[config.mk]
export PLATFORM = sky130hd
export DESIGN_NAME = svc_rv_mem_arb
export DESIGN_NICKNAME = d
export VERILOG_FILES = /design/src/rtl/svc_rv_mem_arb.sv
export SDC_FILE = /design/constraint.sdc
export NUM_CORES = 1
export LEC_CHECK = 0
export BUFFER_PORTS_ARGS = -buffer_cell sky130_fd_sc_hd__buf_2
export CELL_PAD_IN_SITES_DETAIL_PLACEMENT = 0
export CELL_PAD_IN_SITES_GLOBAL_PLACEMENT = 2
export CORE_UTILIZATION = 10
export CTS_CLUSTER_SIZE = 24
export DETAILED_ROUTE_END_ITERATION = 7
export GPL_TIMING_DRIVEN = 0
export PLACE_DENSITY_LB_ADDON = 0.15
export SYNTH_ARGS = -nofsm -noshare
export SYNTH_HDL_FRONTEND = slang
export SYNTH_SLANG_ARGS = --single-unit
[constraint.sdc]
create_clock -name clk -period 1.7 [get_ports clk]
set_input_delay 0.085 -clock clk [delete_from_list [all_inputs] [get_ports clk]]
set_output_delay 0.085 -clock clk [all_outputs]
set_load 0.01 [all_outputs]
[src/rtl/svc_rv_mem_arb.sv]
// Arbiter sharing one single-ported memory between the svc_rv fetch (imem) and data (dmem) ports.
// Dmem wins by default; a saturating starve counter forces an imem grant after MAX_STARVE waits.
module svc_rv_mem_arb #(
  parameter int AW         = 32,
  parameter int DW         = 32,
  parameter int MEM_TYPE   = 0,
  parameter int MAX_STARVE = 4
) (
  input  logic            clk,
  input  logic            rst_n,

  input  logic            i_req_valid,
  output logic            i_req_ready,
  input  logic [AW-1:0]   i_req_addr,
  input  logic            i_flush,
  output logic            i_rsp_valid,
  output logic [DW-1:0]   i_rsp_data,

  input  logic            d_req_valid,
  output logic            d_req_ready,
  input  logic            d_req_we,
  input  logic [AW-1:0]   d_req_addr,
  input  logic [DW-1:0]   d_req_wdata,
  input  logic [DW/8-1:0] d_req_wstrb,
  output logic            d_rsp_valid,
  output logic [DW-1:0]   d_rsp_data,

  output logic            mem_ren,
  output logic            mem_we,
  output logic [AW-1:0]   mem_addr,
  output logic [DW-1:0]   mem_wdata,
  output logic [DW/8-1:0] mem_wstrb,
  input  logic [DW-1:0]   mem_rdata
);

  localparam logic [3:0] STARVE_LIMIT = 4'(MAX_STARVE);

  typedef enum logic {
    ST_INIT,
    ST_RUN
  } state_t;

  state_t     state;
  logic [3:0] starve;
  logic       run;
  logic       force_i;
  logic       grant_i;
  logic       grant_d;

  assign run = (state == ST_RUN);

  // Dmem has priority unless imem has already waited its full budget.
  assign force_i = run && i_req_valid && (starve == STARVE_LIMIT);
  assign grant_d = run && d_req_valid && !force_i;
  assign grant_i = run && i_req_valid && !grant_d;

  assign i_req_ready = grant_i;
  assign d_req_ready = grant_d;

  always_comb begin
    // NOTE: every output gets a default first so no path through the block infers a latch.
    mem_ren   = 1'b0;
    mem_we    = 1'b0;
    mem_addr  = '0;
    mem_wdata = '0;
    mem_wstrb = '0;
    if (grant_d) begin
      mem_addr  = d_req_addr;
      mem_we    = d_req_we;
      mem_ren   = !d_req_we;
      mem_wdata = d_req_wdata;
      mem_wstrb = d_req_wstrb;
    end else if (grant_i) begin
      mem_addr  = i_req_addr;
      mem_ren   = 1'b1;
    end
  end

  always_ff @(posedge clk or negedge rst_n) begin
    if (!rst_n) begin
      state  <= ST_INIT;
      starve <= '0;
    end else begin
      // NOTE: non-blocking assignments so every register samples pre-edge values.
      state <= ST_RUN;
      if (run) begin
        if (grant_i || !i_req_valid) begin
          starve <= '0;
        end else if (starve != STARVE_LIMIT) begin
          starve <= starve + 4'd1;
        end
      end
    end
  end

  if (MEM_TYPE == 1) begin : g_bram
    logic pend_i;
    logic pend_d;

    // A new fetch granted alongside i_flush is the redirect target, so it is kept.
    always_ff @(posedge clk or negedge rst_n) begin
      if (!rst_n) begin
        pend_i <= 1'b0;
        pend_d <= 1'b0;
      end else begin
        pend_i <= grant_i;
        pend_d <= grant_d && !d_req_we;
      end
    end

    assign i_rsp_valid = pend_i && !i_flush;
    assign d_rsp_valid = pend_d;
  end else begin : g_sram
    assign i_rsp_valid = grant_i && !i_flush;
    assign d_rsp_valid = grant_d && !d_req_we;
  end

  // Data is zeroed when not valid so idle and reset outputs are clean.
  assign i_rsp_data = i_rsp_valid ? mem_rdata : '0;
  assign d_rsp_data = d_rsp_valid ? mem_rdata : '0;

endmodule

==> flow_metrics.tcl, run 1 <==
set metrics [dict create \
    status "finished with violations" \
    violations "setup timing" \
    dp_hpwl_um 7216 \
    portBuffers 275 \
    timing.hold.ws_ns 0.2023 \
    drt-pass1-iter-count 4 \
    coreArea_um2 12720 \
    drive_gt1_share_pct 81.11 \
    vias 2511 \
    finalPower_mw 1.288 \
    finalHoldViolations 0 \
    critPathKind "reg2out" \
    fill_cells 1377 \
    rsz0062_at_grt "yes" \
    slew_viol_final 0 \
    cts_buffer_depth 2 \
    p_int_mw 0.8917 \
    wl_um 9592 \
    final_core_util_pct 32.58 \
    synth-warning-count 0 \
    grt_max_degree 11 \
    dieArea_um2 13630 \
    avgSynthCellArea_um2 7.272 \
    htreeDepth 1 \
    drv_cap 0 \
    regToRegSetupSlack_ns 0.13 \
    post_drt_via_cell_ratio 3.810 \
    ys_types 24 \
    worst_skew_pair.late_latency_ns 0.23 \
    fmax_mhz 510.6 \
    cts_tree "built" \
    crit_arrival_ns 1.87 \
    placed_area_um2 2908 \
    p_leak_nw 2.293 \
    diodes 0 \
    synth_cells 181 \
    crit_path_end_kind "output port" \
    ant_nets 0 \
    grt_pass1_wl_um 11640 \
    design.portCount 276 \
    critical_path.max_fanout 8 \
    p_comb_share_pct 59.9 \
    setup_viol 137 \
    track_usage_pct 11.41 \
    crit_required_ns 1.62 \
    dp_cells 628 \
    initial_core_util_pct 10.35 \
    ys_seq_elements 5 \
    cts_buffers 3 \
    initialDrtViolationCount 55 \
    power_density_nw_per_um2 310.7 \
    synth_edf_count 0 \
    root_buffer "clkbuf_16" \
    overflow 0 \
    peakVddDrop_mv 0.6492 \
    finClkSkew_ns 0.003600 \
    die_h_um 116.7 \
    multi_input_area_um2 1354 \
    syn_nets 321 \
    wire_per_inst_um 14.56 \
    synth-main-ff-cell "dfrtp_1" \
    path_clk_slew_ns 0.03 \
    p_clk_share_pct 30.0 \
    layout_commonest_cell "buf_2" \
    p_seq_share_pct 10.1 \
    p_switching_mw 0.3964 \
    grt_pass1_vias 2155 \
    die_w_um 116.7 \
    critPathLaunchType "flop" \
    power_switching_share_pct 30.77 \
    setup_slack_ns -0.2586 \
    num_rows 41 \
    instances_no_fill 659 \
    drc 0 \
    min_period_over_period_pct 115.2 \
    final_cell_mix "buf_2, buf_6, and2_4, and2_1, a22o_1" \
    ys_seq_area_share_pct 9.506 \
    area_growth_pct 214.9 \
    antenna_found_initial 0 \
    worst_hold_path_type "in2async" \
    seqCellArea_um2 126.4 \
    synth_area_um2 1316 \
    fin_area_um2 4145 \
    clkSinkCount 5 \
    place_ws_ns -0.4206 \
    fin_nets 628 \
    routabilityCongestion 0.6907 \
    ys_async_sr_fraction_pct 100.0 \
    fin_setup_tns_ns -27.05 \
    period_minus_slack_ns 1.959 \
]
cell families after synthesis:
logic type,count (synthesis),synth area share [%]
compound gates,39,26.81
fa+ha+maj,2,1.901
buf+inv,18,6.274
flops,5,9.506
mux,2,1.521
other cells,1,0.2849
simple gates,114,53.71
cell usage after synthesis (2+ instances only):
cell,number,area (um^2)
nor2b_1,2,12.51
dfrtp_1,5,125.1
and2_1,101,631.9
a22o_1,32,280.3
inv_1,2,7.510
nand3_1,2,10.01
clkbuf_2,4,20.02
ha_1,2,25.02
nand2_1,5,18.77
mux2i_1,2,20.02
clkbuf_1,4,15.01
buf_2,8,40.04
worst paths after layout:
path | from | to | depth (start not counted)
worst max-delay path | starve[1] | i_rsp_data[23] | 9
worst max register to register | starve[1] | starve[3] | 7
worst min-delay path | rst_n | starve[0] | 2
min in group clk | d_req_valid | starve[2] | 4
worst min register to register | run | starve[0] | 1
max in group asynchronous | rst_n | starve[2] | 2
power by group through the flow:
stage               clock network, mW  registers, mW  logic [mW]
finish                          0.387          0.130       0.771
global route                    0.410          0.131       0.838
floorplan                           0          0.130       0.225
detailed placement                  0          0.131       0.534
global placement                    0          0.131       0.537
CTS                             0.394          0.130       0.691
flip-flops by register name (all words and copies together), names as in the netlist:
register	count
starve	4
run	1
routing by layer:
layer	wire length, um	up-vias	GRT usage [%]
met5	0	-	0
met4	42	0	1.266
met3	608	8	1.609
met2	5716	118	25.44
met1	3224	1153	10.92
li1	-	1232	-
timing repair:
action	4_1_cts	5_1_grt
gates cloned	13	0
hold endpoints to repair	5	0
setup buffers	10	4
endpoints found under the setup margin	138	138
gates resized for setup	112	113
hold buffers	1	0
pin swaps	60	30
layout make-up:
type / count / share of cell area [%]
Timing Repair Buffer: 301 / 52.13
Multi-Input combinational cell: 159 / 32.66
Tap cell: 172 / 5.192
Buffer: 16 / 4.890
Sequential cell: 5 / 3.049
Clock buffer: 4 / 1.902
Inverter: 2 / 0.1811
worst max-delay path, stage by stage (launching register included):
cell and delay [ns]:
dfrtp_1 0.38, inv_2 0.09, ha_4 0.14, buf_6 0.09
nand3b_4 0.11, a211oi_4 0.26, buf_6 0.20, buf_6 0.14
and2_4 0.14, buf_6 0.10
No activity file was read; power rests on OpenSTA's default activity.
==> run 2: changes to the inputs <==
BUFFER_PORTS_ARGS = -buffer_cell sky130_fd_sc_hd__clkbuf_2   (was -buffer_cell sky130_fd_sc_hd__buf_2)
CORE_ASPECT_RATIO = 0.7   (was default)
SKIP_CTS_REPAIR_TIMING = 1   (was default)
==> run 2 against run 1 <==
  * The run ends with DRC, setup timing left
  * Global-route usage shrank 1.2 points
  * Clock-buffer cell count is the same
  * Die area is essentially flat
  * Fmax grew 0.36%
  * Clock power is essentially flat
  * Critical path type unchanged
  * Final cell count shrank 3.3%
  * Clock skew shrank 0.0014 ns
==> flow_metrics.tcl, run 2 (synthesis gave the netlist of run 1 again) <==
set metrics [dict create \
    drv_cap 0 \
    final_core_util_pct 29.20 \
    wire_per_inst_um 12.66 \
    final_cell_mix "clkbuf_2, and2_1, buf_6, and2_4, buf_2" \
    ant_nets 0 \
    critPathKind "reg2out" \
    cts_buffer_depth 2 \
    clkSinkCount 5 \
    p_comb_share_pct 56.1 \
    grt_pass1_vias 2194 \
    cts_buffers 3 \
    worst_skew_pair.late_latency_ns 0.23 \
    rsz0062_at_grt "yes" \
    cts_tree "built" \
    grt_max_degree 11 \
    crit_arrival_ns 1.87 \
    dp_cells 618 \
    p_seq_share_pct 11.1 \
    routabilityCongestion 0.7315 \
    htreeDepth 1 \
    path_clk_slew_ns 0.03 \
    vias 2399 \
    finalHoldViolations 0 \
    p_switching_mw 0.3614 \
    initial_core_util_pct 10.42 \
    dieArea_um2 13630 \
    crit_required_ns 1.62 \
    p_leak_nw 2.142 \
    overflow 0 \
    layout_commonest_cell "clkbuf_2" \
    initialDrtViolationCount 59 \
    grt_pass1_wl_um 11310 \
    min_period_over_period_pct 114.8 \
    dp_hpwl_um 6779 \
    setup_slack_ns -0.2516 \
    diodes 0 \
    track_usage_pct 10.21 \
    critical_path.max_fanout 10 \
    p_clk_share_pct 32.8 \
    portBuffers 275 \
    finalPower_mw 1.173 \
    power_density_nw_per_um2 317.8 \
    area_growth_pct 180.3 \
    instances_no_fill 637 \
    setup_viol 137 \
    drive_gt1_share_pct 75.16 \
    coreArea_um2 12630 \
    p_int_mw 0.8114 \
    fmax_mhz 512.4 \
    peakVddDrop_mv 0.3762 \
    slew_viol_final 0 \
    crit_path_end_kind "output port" \
    die_h_um 97.99 \
    fin_nets 616 \
    period_minus_slack_ns 1.952 \
    die_w_um 139.1 \
    max_flop_register "starve" \
    drt-pass1-iter-count 6 \
    num_rows 34 \
    root_buffer "clkbuf_16" \
    largest_reg_flops 4 \
    finClkSkew_ns 0.002165 \
    drc 17 \
    antenna_found_initial 0 \
    worst_hold_path_type "in2async" \
    fin_setup_tns_ns -26.93 \
    power_switching_share_pct 30.81 \
    wl_um 8067 \
    critPathLaunchType "flop" \
    violations "DRC, setup timing" \
    design.portCount 276 \
    status "finished with violations" \
    post_drt_via_cell_ratio 3.766 \
]
[run 2: changes by cell type in the layout (fill, tap and decap cells not counted), moves of 3 or more]
cell | previous run | this run
and2_1 | 38 | 62
buf_6 | 93 | 61
clkbuf_2 | 0 | 199
and2_4 | 63 | 39
buf_4 | 9 | 6
buf_8 | 10 | 4
buf_2 | 197 | 33
clkbuf_8 | 4 | 0
[run 2: path summary, 6_finish.rpt]
kind                              from      endpoint  slack [ns]  cells past startpoint
hold / removal                   rst_n     starve[3]        0.21                      2
setup / recovery             starve[1]  mem_addr[16]       -0.25                      8
setup reg to reg             starve[1]     starve[3]        0.19                      6
max in group asynchronous        rst_n     starve[0]        1.34                      2
hold reg to reg              starve[1]     starve[1]        0.62                      2
min in group clk           i_req_valid     starve[2]        0.32                      4
[run 2: stage by stage]
stage	area (um^2)	setup slack, ns	hold slack (ns)
floorplan	1316	0.04064	-0.2106
detailed placement	2895	-0.5228	-0.08491
global placement	2895	-0.4373	-0.08594
CTS	2974	-0.7795	-0.3223
global route	3690	-0.3391	0.2317
finish	3690	-0.2516	0.2124
[run 2: routing by layer]
metal | share of wire (%) | wire length (um) | vias to the layer above | GRT usage (%)
li1 | - | - | 1206 | -
met1 | 39 | 3156 | 1082 | 11.57
met2 | 54 | 4392 | 107 | 20.47
met3 | 6.0 | 483 | 4 | 1.815
met4 | 0.45 | 36 | 0 | 0.8547
met5 | 0 | 0 | - | 0
[run 2: final cells by class]
cell class                      count  area [um^2]
Multi-Input combinational cell    158         1272
Tap cell                          162        202.7
Buffer                             16        166.4
Clock buffer                        4        78.83
Timing Repair Buffer              290         1837
Inverter                            2        7.507
Sequential cell                     5        125.1
Fill cell                        1421         8945
[run 2: power groups by stage]
stage | logic (mW) | clock network [mW] | registers (mW)
finish | 0.658 | 0.384 | 0.131
global route | 0.717 | 0.408 | 0.132
CTS | 0.538 | 0.392 | 0.130
detailed placement | 0.535 | 0 | 0.132
global placement | 0.537 | 0 | 0.132
floorplan | 0.225 | 0 | 0.130
[run 2: critical path: stages (launching register included)]
cell	delay, ns
dfrtp_1	0.40
inv_2	0.09
ha_4	0.15
nor2b_4	0.21
a31oi_4	0.11
buf_12	0.17
buf_8	0.13
a22o_1	0.22
buf_2	0.13
==> run 3: changes to the inputs <==
SETUP_SLACK_MARGIN = 0.4   (was default)
==> run 3 against run 2 <==
  * The run still ends with DRC, setup timing left
  * Clock power is essentially flat
  * Via count grew 3.7%
  * Sequential cell count is the same
  * Register-to-register slack gained 0.05 ns
  * Largest power group unchanged
  * Final cell count grew 1.6%
  * Sequential power is essentially flat
  * Routed wire length grew 8.0%
  * Setup slack lost 0.018 ns
  * Hold slack gained 0.010 ns
  * Clock skew is essentially flat
  * First-iteration DRC count shrank 3.4%
  * Non-clock buffer count grew 10
==> flow_metrics.tcl, run 3 (synthesis gave the netlist of run 1 again) <==
set metrics [dict create \
    reg2reg_depth 6 \
    timing.hold.ws_ns 0.2228 \
    power_density_nw_per_um2 312.2 \
    worst_skew_pair.late_latency_ns 0.22 \
    ant_nets 0 \
    setup_viol 137 \
    cts_buffers 3 \
    die_w_um 139.1 \
    initialDrtViolationCount 57 \
    min_period_over_period_pct 115.9 \
    dp_hpwl_um 7037 \
    wl_um 8714 \
    setup_slack_ns -0.2699 \
    coreArea_um2 12630 \
    largest_reg_flops 4 \
    slew_viol_final 0 \
    grt_max_degree 11 \
    post_drt_via_cell_ratio 3.845 \
    peakVddDrop_mv 0.2673 \
    clkSinkCount 5 \
    overflow 0 \
    area_growth_pct 212.4 \
    design.portCount 276 \
    crit_path_end_kind "output port" \
    drt-pass1-iter-count 6 \
    final_cell_mix "clkbuf_2, and2_4, buf_6, a22o_1, buf_2" \
    fmax_mhz 507.6 \
    layout_commonest_cell "clkbuf_2" \
    portBuffers 275 \
    root_buffer "clkbuf_16" \
    drv_cap 0 \
    p_leak_nw 2.327 \
    period_minus_slack_ns 1.970 \
    routabilityCongestion 0.7386 \
    critPathLaunchType "flop" \
    diodes 0 \
    drive_gt1_share_pct 86.60 \
    vias 2488 \
    rsz0062_at_grt "yes" \
    path_clk_slew_ns 0.03 \
    dp_cells 618 \
    drc 17 \
    antenna_found_initial 0 \
    fin_nets 626 \
    grt_pass1_vias 2109 \
    place_ws_ns -0.2619 \
    grt_pass1_wl_um 11390 \
    finalPower_mw 1.284 \
    final_core_util_pct 32.54 \
    crit_arrival_ns 1.88 \
    max_flop_register "starve" \
    track_usage_pct 10.44 \
    critical_path.max_fanout 5 \
    htreeDepth 1 \
    die_h_um 97.99 \
    cts_buffer_depth 2 \
    violations "DRC, setup timing" \
    num_rows 34 \
    wire_per_inst_um 13.47 \
    finClkSkew_ns 0.002167 \
    crit_required_ns 1.62 \
    dieArea_um2 13630 \
    worst_hold_path_type "in2async" \
    finalHoldViolations 0 \
    instances_no_fill 647 \
    initial_core_util_pct 10.42 \
    cts_tree "built" \
    critPathKind "reg2out" \
    status "finished with violations" \
]
run 3: cell count changes in the layout (fill, tap and decap cells not counted), moves of 2 or more:
cell	before	now
buf_4	6	9
clkbuf_16	3	6
buf_12	2	0
buf_6	61	87
and2_4	39	92
buf_2	33	20
clkbuf_2	199	187
and2_1	62	9
buf_8	4	7
run 3: critical path, stage by stage, from the launching register on:
cell       delay (ns)
dfrtp_1          0.39
inv_2            0.09
ha_4             0.15
nand3b_4         0.12
a211oi_4         0.30
buf_6            0.14
buf_6            0.10
clkbuf_16        0.14
and2_4           0.13
buf_6            0.09
run 3: metal layers:
layer	track usage [%]	wire (um)
met1	11.84	3306
met2	21.29	4927
met3	1.717	481
met4	0.2564	0
met5	0	0
run 3: report_power, final:
part | switching [mW] | internal [mW] | total (mW)
registers | 0.00568 | 0.125 | 0.130
clock network | 0.0720 | 0.310 | 0.382
logic | 0.308 | 0.463 | 0.771
total | 0.386 | 0.898 | 1.28
run 3: area by class of cell:
type,count,area (um^2)
Buffer,16,195.2
Timing Repair Buffer,300,2100
Fill cell,1375,8523
Multi-Input combinational cell,158,1403
Sequential cell,5,125.1
Tap cell,162,202.7
Clock buffer,4,78.83
Inverter,2,7.507
run 3: worst paths after layout:
path	startpoint	end	slack (ns)
max	starve[0]	i_rsp_data[27]	-0.27
min	rst_n	starve[0]	0.22
max reg2reg	starve[0]	starve[3]	0.24
min reg2reg	run	starve[0]	0.61
max in group asynchronous	rst_n	starve[1]	1.33
min in group clk	i_req_valid	starve[2]	0.32
run 3: stage by stage:
| step | setup TNS (ns) | area, um^2 |
|---|---|---|
| after CTS | -54.13 | 3139 |
| after floorplan | 0 | 1481 |
| after detailed placement | -20.28 | 3060 |
| after global placement | -19.61 | 3060 |
| after global routing | -35.68 | 4111 |
| final | -25.11 | 4111 |
